<file path="src/rtl/mem_access_sequencer.sv">
// Shares one single-port external memory between instruction fetch and load/store,
// sequencing each instruction as fetch, optional data access, then a one-cycle commit.
module mem_access_sequencer #(
  parameter int unsigned TIMEOUT   = 16,
  parameter logic [31:0] NOP_INSTR = 32'h0000_0013
) (
  input  logic        clk,
  input  logic        rst,
  input  logic [31:0] instruction_address,
  output logic [31:0] instruction,
  input  logic        mem_read,
  input  logic        mem_write,
  input  logic [31:0] mem_address,
  input  logic [31:0] mem_data_to_mem,
  output logic [31:0] mem_data_from_mem,
  output logic        core_en,
  output logic        ext_req,
  output logic        ext_we,
  output logic [31:0] ext_addr,
  output logic [31:0] ext_wdata,
  input  logic [31:0] ext_rdata,
  input  logic        ext_ack,
  output logic        bus_error,
  output logic        rw_conflict
);

  typedef enum logic [2:0] {
    S_IDLE,
    S_FETCH,
    S_EXEC,
    S_DATA,
    S_COMMIT
  } state_t;

  state_t      r_state;
  state_t      w_next;
  logic [31:0] r_instr;
  logic [31:0] r_mdata;
  logic [7:0]  r_wait_cnt;
  logic        r_bus_error;
  logic        r_rw_conflict;
  logic        w_timeout;
  logic        w_mem_op;

  assign w_timeout = (r_wait_cnt == 8'(TIMEOUT - 1));
  assign w_mem_op  = mem_read | mem_write;

  assign instruction       = r_instr;
  assign mem_data_from_mem = r_mdata;
  assign bus_error         = r_bus_error;
  assign rw_conflict       = r_rw_conflict;

  always_ff @(posedge clk or posedge rst) begin
    if (rst) r_state <= S_IDLE;
    else     r_state <= w_next;
  end

  // Bus outputs decode from the state register alone, so they fall with rst at once.
  always_comb begin
    w_next    = r_state;
    ext_req   = 1'b0;
    ext_we    = 1'b0;
    ext_addr  = '0;
    ext_wdata = '0;
    core_en   = 1'b0;
    case (r_state)
      S_IDLE: begin
        w_next = S_FETCH;
      end
      S_FETCH: begin
        ext_req  = 1'b1;
        ext_addr = instruction_address;
        if (ext_ack || w_timeout) w_next = S_EXEC;
      end
      S_EXEC: begin
        if (w_mem_op) begin
          w_next = S_DATA;
        end else begin
          core_en = 1'b1;
          w_next  = S_FETCH;
        end
      end
      S_DATA: begin
        ext_req   = 1'b1;
        ext_we    = mem_write;
        ext_addr  = mem_address;
        ext_wdata = mem_data_to_mem;
        if (ext_ack || w_timeout) w_next = S_COMMIT;
      end
      S_COMMIT: begin
        core_en = 1'b1;
        w_next  = S_FETCH;
      end
      default: begin
        w_next = S_IDLE;
      end
    endcase
  end

  always_ff @(posedge clk or posedge rst) begin
    if (rst) begin
      r_instr       <= NOP_INSTR;
      r_mdata       <= '0;
      r_wait_cnt    <= '0;
      r_bus_error   <= 1'b0;
      r_rw_conflict <= 1'b0;
    end else begin
      case (r_state)
        S_FETCH: begin
          if (ext_ack) begin
            r_instr    <= ext_rdata;
            r_wait_cnt <= '0;
          end else if (w_timeout) begin
            r_instr     <= NOP_INSTR;
            r_bus_error <= 1'b1;
            r_wait_cnt  <= '0;
          end else begin
            r_wait_cnt <= r_wait_cnt + 8'd1;
          end
        end
        S_DATA: begin
          if (mem_read && mem_write) r_rw_conflict <= 1'b1;
          // Only a true load (write strobe low) touches the load-data register.
          if (ext_ack) begin
            if (!mem_write) r_mdata <= ext_rdata;
            r_wait_cnt <= '0;
          end else if (w_timeout) begin
            if (!mem_write) r_mdata <= '0;
            r_bus_error <= 1'b1;
            r_wait_cnt  <= '0;
          end else begin
            r_wait_cnt <= r_wait_cnt + 8'd1;
          end
        end
        default: begin
          r_wait_cnt <= r_wait_cnt;
        end
      endcase
    end
  end

endmodule

</file>
<file path="config.mk">
export PLATFORM = sky130hd
export DESIGN_NAME = mem_access_sequencer
export DESIGN_NICKNAME = d
export VERILOG_FILES = /design/src/rtl/mem_access_sequencer.sv
export SDC_FILE = /design/constraint.sdc
export NUM_CORES = 1
export LEC_CHECK = 0
export ABC_CLOCK_PERIOD_IN_PS = 7200
export CAP_MARGIN = 5
export CORE_AREA = 2 2 103 105
export CTS_BUF_LIST = sky130_fd_sc_hd__clkbuf_8 sky130_fd_sc_hd__clkbuf_16
export DETAILED_ROUTE_END_ITERATION = 7
export DIE_AREA = 0 0 105 107
export HOLD_SLACK_MARGIN = 0.08
export PLACE_DENSITY_LB_ADDON = 0.08
export SYNTH_ARGS = -nofsm -noshare
export SYNTH_HDL_FRONTEND = slang
export SYNTH_SLANG_ARGS = --single-unit
</file>
<file path="constraint.sdc">
create_clock -name clk -period 7.2 [get_ports clk]
set_input_delay 1.08 -clock clk [delete_from_list [all_inputs] [get_ports clk]]
set_output_delay 1.08 -clock clk [all_outputs]
set_load 0.05 [all_outputs]
</file>
==> flow_summary.yaml, run 1 <==
sta:
  fmax_ghz: 0.219
  fin_crit_ns: 4.57
  setup_tns_ns: 0
  worst_clock_skew_ns: 0.00799
  rsz0062_at_grt: "no"
  period_share: 0.634
  worstMarginPinSlew_ns: 0.959
  setup_slack_ns: 2.63
  drv_slew: 0
  finalSetupViolCount: 0
  finalHoldViolations: 0
  worst_slew_margin_rel: 0.361
detailed_routing:
  post_drt_wl_per_cell_microns: 19.5
  vias: 3809
  drt_wl_total_microns: 14000
  vias_per_cell: 5.30
  drt_iter0_drc: 221
  drc: 0
  drt_pre_antenna_iters: 5
  ant_nets: 0
status:
  status: "completed"
worst_setup_path:
  critPathMaxFanout: 43
  worstSetupEndpointType: "primary output"
  cp_data_arrival_time_ns: 3.49
  critPathSlowestCell: "inv_1"
  start_kind: "flip-flop"
  r2r_cells: 6
  path_class: "reg2out"
  crit_chain: "nand2b_2 -> inv_1 -> and3_1 -> clkdlybuf4s50_1"
  required_ns: 6.12
  crit_path_max_incr_delay_ns: 0.94
placement:
  place_area_sq_mm: 0.00645
  io_buffers: 265
  dpl_worst_slack_ns: 3.03
  hpwl_microns: 10200
  gp_congestion: 0.891
clock_tree:
  cts_tree: "yes"
  cts_hold_buffers: 0
  cts-htree-levels: 3
  cts_setup_buffers: 0
  cts_buffers: 9
  root_buffer: "clkbuf_8"
  cts_resized: 0
  clock_latency_ns: 0.34
  cts_num_sinks: 77
  clk_path_buf_depth: 2
  clk_pin_slew_worst_paths_ns: 0.07
logic_synthesis:
  syn_avg_cell_area_sq_um: 11.2
  ys_types: 35
  yosys_warnings: 0
  synthesis.area_sq_mm: 0.00375
  syn_inst: 334
  synth_fp_nets: 468
  ys_seq_area_frac: 0.514
  synth_seq_cells: 77
hold_path:
  hold_class: "reg2reg"
  hold_depth: 1
finish:
  num-fill-cells: 850
  antennaDiodeCount: 0
  drive_above_1_share: 0.0635
  postLayoutCoreUtil: 0.662
  areaGrowthSynthToFinish_pct: 78.1
  layout.cells.most_common: "clkdlybuf4s50_1"
  layout_common_cells: "clkdlybuf4s50_1 (264), dfrtp_1 (73), a32o_1 (62), nor2_1 (37), and3_1 (35)"
  fin_area_sq_mm: 0.00668
  nets: 712
floorplanning:
  std_cell_rows: 37
  ios: 266
  initial_utilization: 0.372
  dieHeight_microns: 107
  die_x_microns: 105
  die_area_sq_mm: 0.0112
  design.core.area_sq_mm: 0.0101
power_and_ir_drop:
  power.density_mw_per_mm2: 515
  peakVddDrop_mv: 0.239
  p_leak_nw: 2.80
run:
  drv_cap: 0
global_routing:
  gr-total-overflow: 0
  grt_first_pass_wirelength_microns: 21000
  grt_max_degree: 78
  grt_pass1_vias: 3812
  grtUsageTotal: 0.242
  grt_antenna_before_repair: 0
[stage by stage]
| step | total power (W) | hold slack, ns | cells |
|---|---|---|---|
| finish | 0.00344 | 0.467 | 719 |
| global route | 0.00358 | 0.495 | 719 |
| CTS | 0.00346 | 0.471 | 719 |
| detailed placement | 0.00309 | 0.452 | 703 |
| global placement | 0.00307 | 0.447 | 703 |
| floorplan | 0.00230 | 0.486 | 334 |
[final cells by class]
class | count | area (sq um) | area share
Multi-Input combinational cell | 217 | 1650 | 0.247
Clock buffer | 14 | 193 | 0.0288
Timing Repair Buffer | 271 | 2690 | 0.403
Tap cell | 136 | 170 | 0.0255
Sequential cell | 77 | 1930 | 0.289
Inverter | 2 | 7.51 | 0.00112
Clock inverter | 2 | 37.5 | 0.00562
[cells in the mapped netlist (all sizes together)]
master / instances / area, sq um
a41oi: 1 / 8.76
and2: 1 / 6.26
nand3: 3 / 15.0
nand2: 11 / 43.8
dfstp: 3 / 78.8
a211oi: 1 / 7.51
mux2i: 32 / 320
inv: 2 / 7.51
and3: 35 / 219
or3: 1 / 6.26
clkbuf: 19 / 71.3
nor3b: 1 / 12.5
xnor2: 1 / 8.76
xor2: 2 / 17.5
o32ai: 1 / 8.76
nor4: 1 / 21.3
nand3b: 2 / 15.0
o21ai: 7 / 35.0
a31o: 2 / 17.5
dfrtp: 74 / 1850
a32o: 62 / 621
nand2b: 3 / 18.8
buf: 19 / 101
nor2: 38 / 145
a21o: 2 / 22.5
a31oi: 2 / 12.5
or2: 1 / 6.26
o22a: 3 / 26.3
a21oi: 3 / 15.0
ha: 1 / 12.5
[report_power, final]
part	internal, W	leakage (nW)	total (W)	switching, W
logic	0.000803	1.72	0.00236	0.00156
clock network	0.000208	0.115	0.000354	0.000147
registers	0.000622	0.963	0.000722	0.000101
total	0.00163	2.80	0.00344	0.00181
[sequential cells by signal, indices dropped and copies added (netlist names)]
register           flops
instruction           32
mem_data_from_mem     32
bus_error              1
r_wait_cnt             8
rw_conflict            1
r_state                3
[kinds of logic after synthesis]
logic type / Yosys count / share of synthesized area
multiplexers: 32 / 0.0853
buffers and inverters: 40 / 0.0480
XOR/XNOR: 3 / 0.00700
AO/OA/AOI/OAI: 84 / 0.206
AND/OR/NAND/NOR: 97 / 0.136
flip-flops: 77 / 0.514
adder cells (fa/ha/maj): 1 / 0.00333
[critical path, delay by kind of cell, from the launching register on]
kind / cells / cell delay (ns)
flip-flops: 1 / 0.40
buffers and inverters: 2 / 1.80
AND/OR/NAND/NOR: 2 / 0.94
[metal layers]
metal | global-route usage | routed length (microns) | part of all wire
met1 | 0.282 | 5520 | 0.39
met2 | 0.419 | 6930 | 0.49
met3 | 0.0827 | 1280 | 0.091
met4 | 0.0790 | 274 | 0.020
met5 | 0 | 0 | 0
[path summary, 6_finish.rpt]
check | endpoint | start | slack (ns)
hold / removal | rw_conflict | rw_conflict | 0.47
min in group asynchronous | instruction[20] | rst | 1.35
setup reg to reg | mem_data_from_mem[13] | r_state[2] | 4.23
hold reg to reg | rw_conflict | rw_conflict | 0.47
max in group asynchronous | r_state[1] | rst | 5.20
setup / recovery | ext_we | r_state[2] | 2.63
No activity file was read; power rests on OpenSTA's default activity.
==> run 2: changes to the inputs <==
- ABC_CLOCK_PERIOD_IN_PS: 7200 -> 4059
- CORE_AREA: 2 2 103 105 -> default
- CORE_UTILIZATION: default -> 32
- DIE_AREA: 0 0 105 107 -> default
- clock period: 7.2 -> 4.06 ns (I/O delays scaled with it)
==> flow_summary.yaml, run 2 (synthesis gave the netlist of run 1 again) <==
detailed_routing:
  post_drt_wl_per_cell_microns: 18.5
  drt_pre_antenna_iters: 4
  ant_nets: 0
  drc: 0
  vias: 3822
  drt_wl_total_microns: 13500
  vias_per_cell: 5.26
  drt_iter0_drc: 282
global_routing:
  grtUsageTotal: 0.222
  grt_max_degree: 78
  gr-total-overflow: 0
  grt_antenna_before_repair: 0
  grt_first_pass_wirelength_microns: 20300
  grt_pass1_vias: 3828
clock_tree:
  root_buffer: "clkbuf_16"
  clk_path_buf_depth: 2
  clk_pin_slew_worst_paths_ns: 0.06
  cts_setup_buffers: 0
  cts_hold_buffers: 0
  cts-htree-levels: 3
  cts_num_sinks: 77
  cts_resized: 0
  clock_latency_ns: 0.32
  cts_buffers: 9
  cts_tree: "yes"
placement:
  place_inst: 712
  io_buffers: 265
  hpwl_microns: 9730
  gp_congestion: 0.933
power_and_ir_drop:
  p_leak_nw: 2.88
  peakVddDrop_mv: 0.500
  power.density_mw_per_mm2: 925
floorplanning:
  design.core.area_sq_mm: 0.0114
  die_x_microns: 110
  initial_utilization: 0.329
  die_area_sq_mm: 0.0122
  std_cell_rows: 39
  ios: 266
  dieHeight_microns: 110
worst_setup_path:
  start_kind: "flip-flop"
  path_class: "reg2out"
  worstSetupEndpointType: "primary output"
  cp_data_arrival_time_ns: 2.85
  r2r-start: "r_state[1]"
  required_ns: 3.45
  r2r_cells: 6
  ff2ff_setup_slack_ns: 1.30
  critPathMaxFanout: 44
  startpoint: "r_state[1]"
  r2r-end: "mem_data_from_mem[28]"
hold_path:
  hold_depth: 1
  hold_start: "bus_error"
  hold_class: "reg2reg"
  holdPathEnd: "bus_error"
sta:
  finalSetupViolCount: 0
  fmax_ghz: 0.289
  period_share: 0.852
  worst_clock_skew_ns: 0.00700
  drv_slew: 0
  worstMarginPinSlew_ns: 0.980
  setup_tns_ns: 0
  fin_crit_ns: 3.46
  worst_slew_margin_rel: 0.347
  rsz0062_at_grt: "no"
  finalHoldViolations: 0
  whs_ns: 0.481
finish:
  fin_cells: 727
  layout_common_cells: "clkdlybuf4s50_1 (231), dfrtp_1 (73), a32o_1 (62), buf_4 (41), nor2_1 (37)"
  nets: 714
  layout.cells.most_common: "clkdlybuf4s50_1"
  drive_above_1_share: 0.120
  antennaDiodeCount: 0
  areaGrowthSynthToFinish_pct: 77.3
run:
  drv_cap: 0
status:
  status: "completed"
## run 2: how the worst max path moves through the flow
stage                               to  slack [ns]  depth (start not counted)
after floorplan              bus_error        1.49                          1
after global placement         core_en        0.86                          4
after detailed placement       core_en        0.87                          4
after CTS                 ext_addr[13]        0.60                          4
after global routing      ext_addr[24]        0.45                          4
final                     ext_addr[13]        0.60                          4
## run 2: layer usage
metal	track usage	part of all wire	routed length (microns)
met1	0.265	0.39	5250
met2	0.402	0.53	7180
met3	0.0553	0.062	835
met4	0.0461	0.015	208
met5	0	0	0
## run 2: critical path: stages (launching register included)
cell and delay, ns:
dfrtp_2 0.79, buf_4 0.55, mux2i_1 0.16, nor2_1 0.17
clkdlybuf4s50_1 0.84
## run 2: layout make-up
class,count,area (sq um)
fillers,974,4760
repair buffers,273,2630
flip-flops and latches,77,1930
multi-input cells,217,1650
clock buffers,9,225
well taps,143,179
clock inverters,6,38.8
inverters,2,7.51
## run 2: per-stage QoR
stage                      util  cell area [sq um]  setup WS (ns)  power (W)
after CTS                 0.583               6660          0.595    0.00622
after global routing      0.583               6660          0.453    0.00645
after global placement    0.560               6390          0.859    0.00545
after detailed placement  0.560               6390          0.866    0.00549
final                     0.583               6660          0.599    0.00616
after floorplan               -               3750           1.49    0.00409
## run 2: power by group
part,leakage (nW),switching [W],total [W],internal [W]
registers,0.963,0.000228,0.00133,0.00110
clock network,0.127,0.000302,0.000710,0.000409
logic,1.79,0.00271,0.00412,0.00141
total,2.88,0.00324,0.00616,0.00292
==> run 3: changes to the inputs <==
- CTS_CLUSTER_SIZE: default -> 25
==> results of run 3 <==
Same layout as run 2: the final DEF is identical, and so are final timing and power.
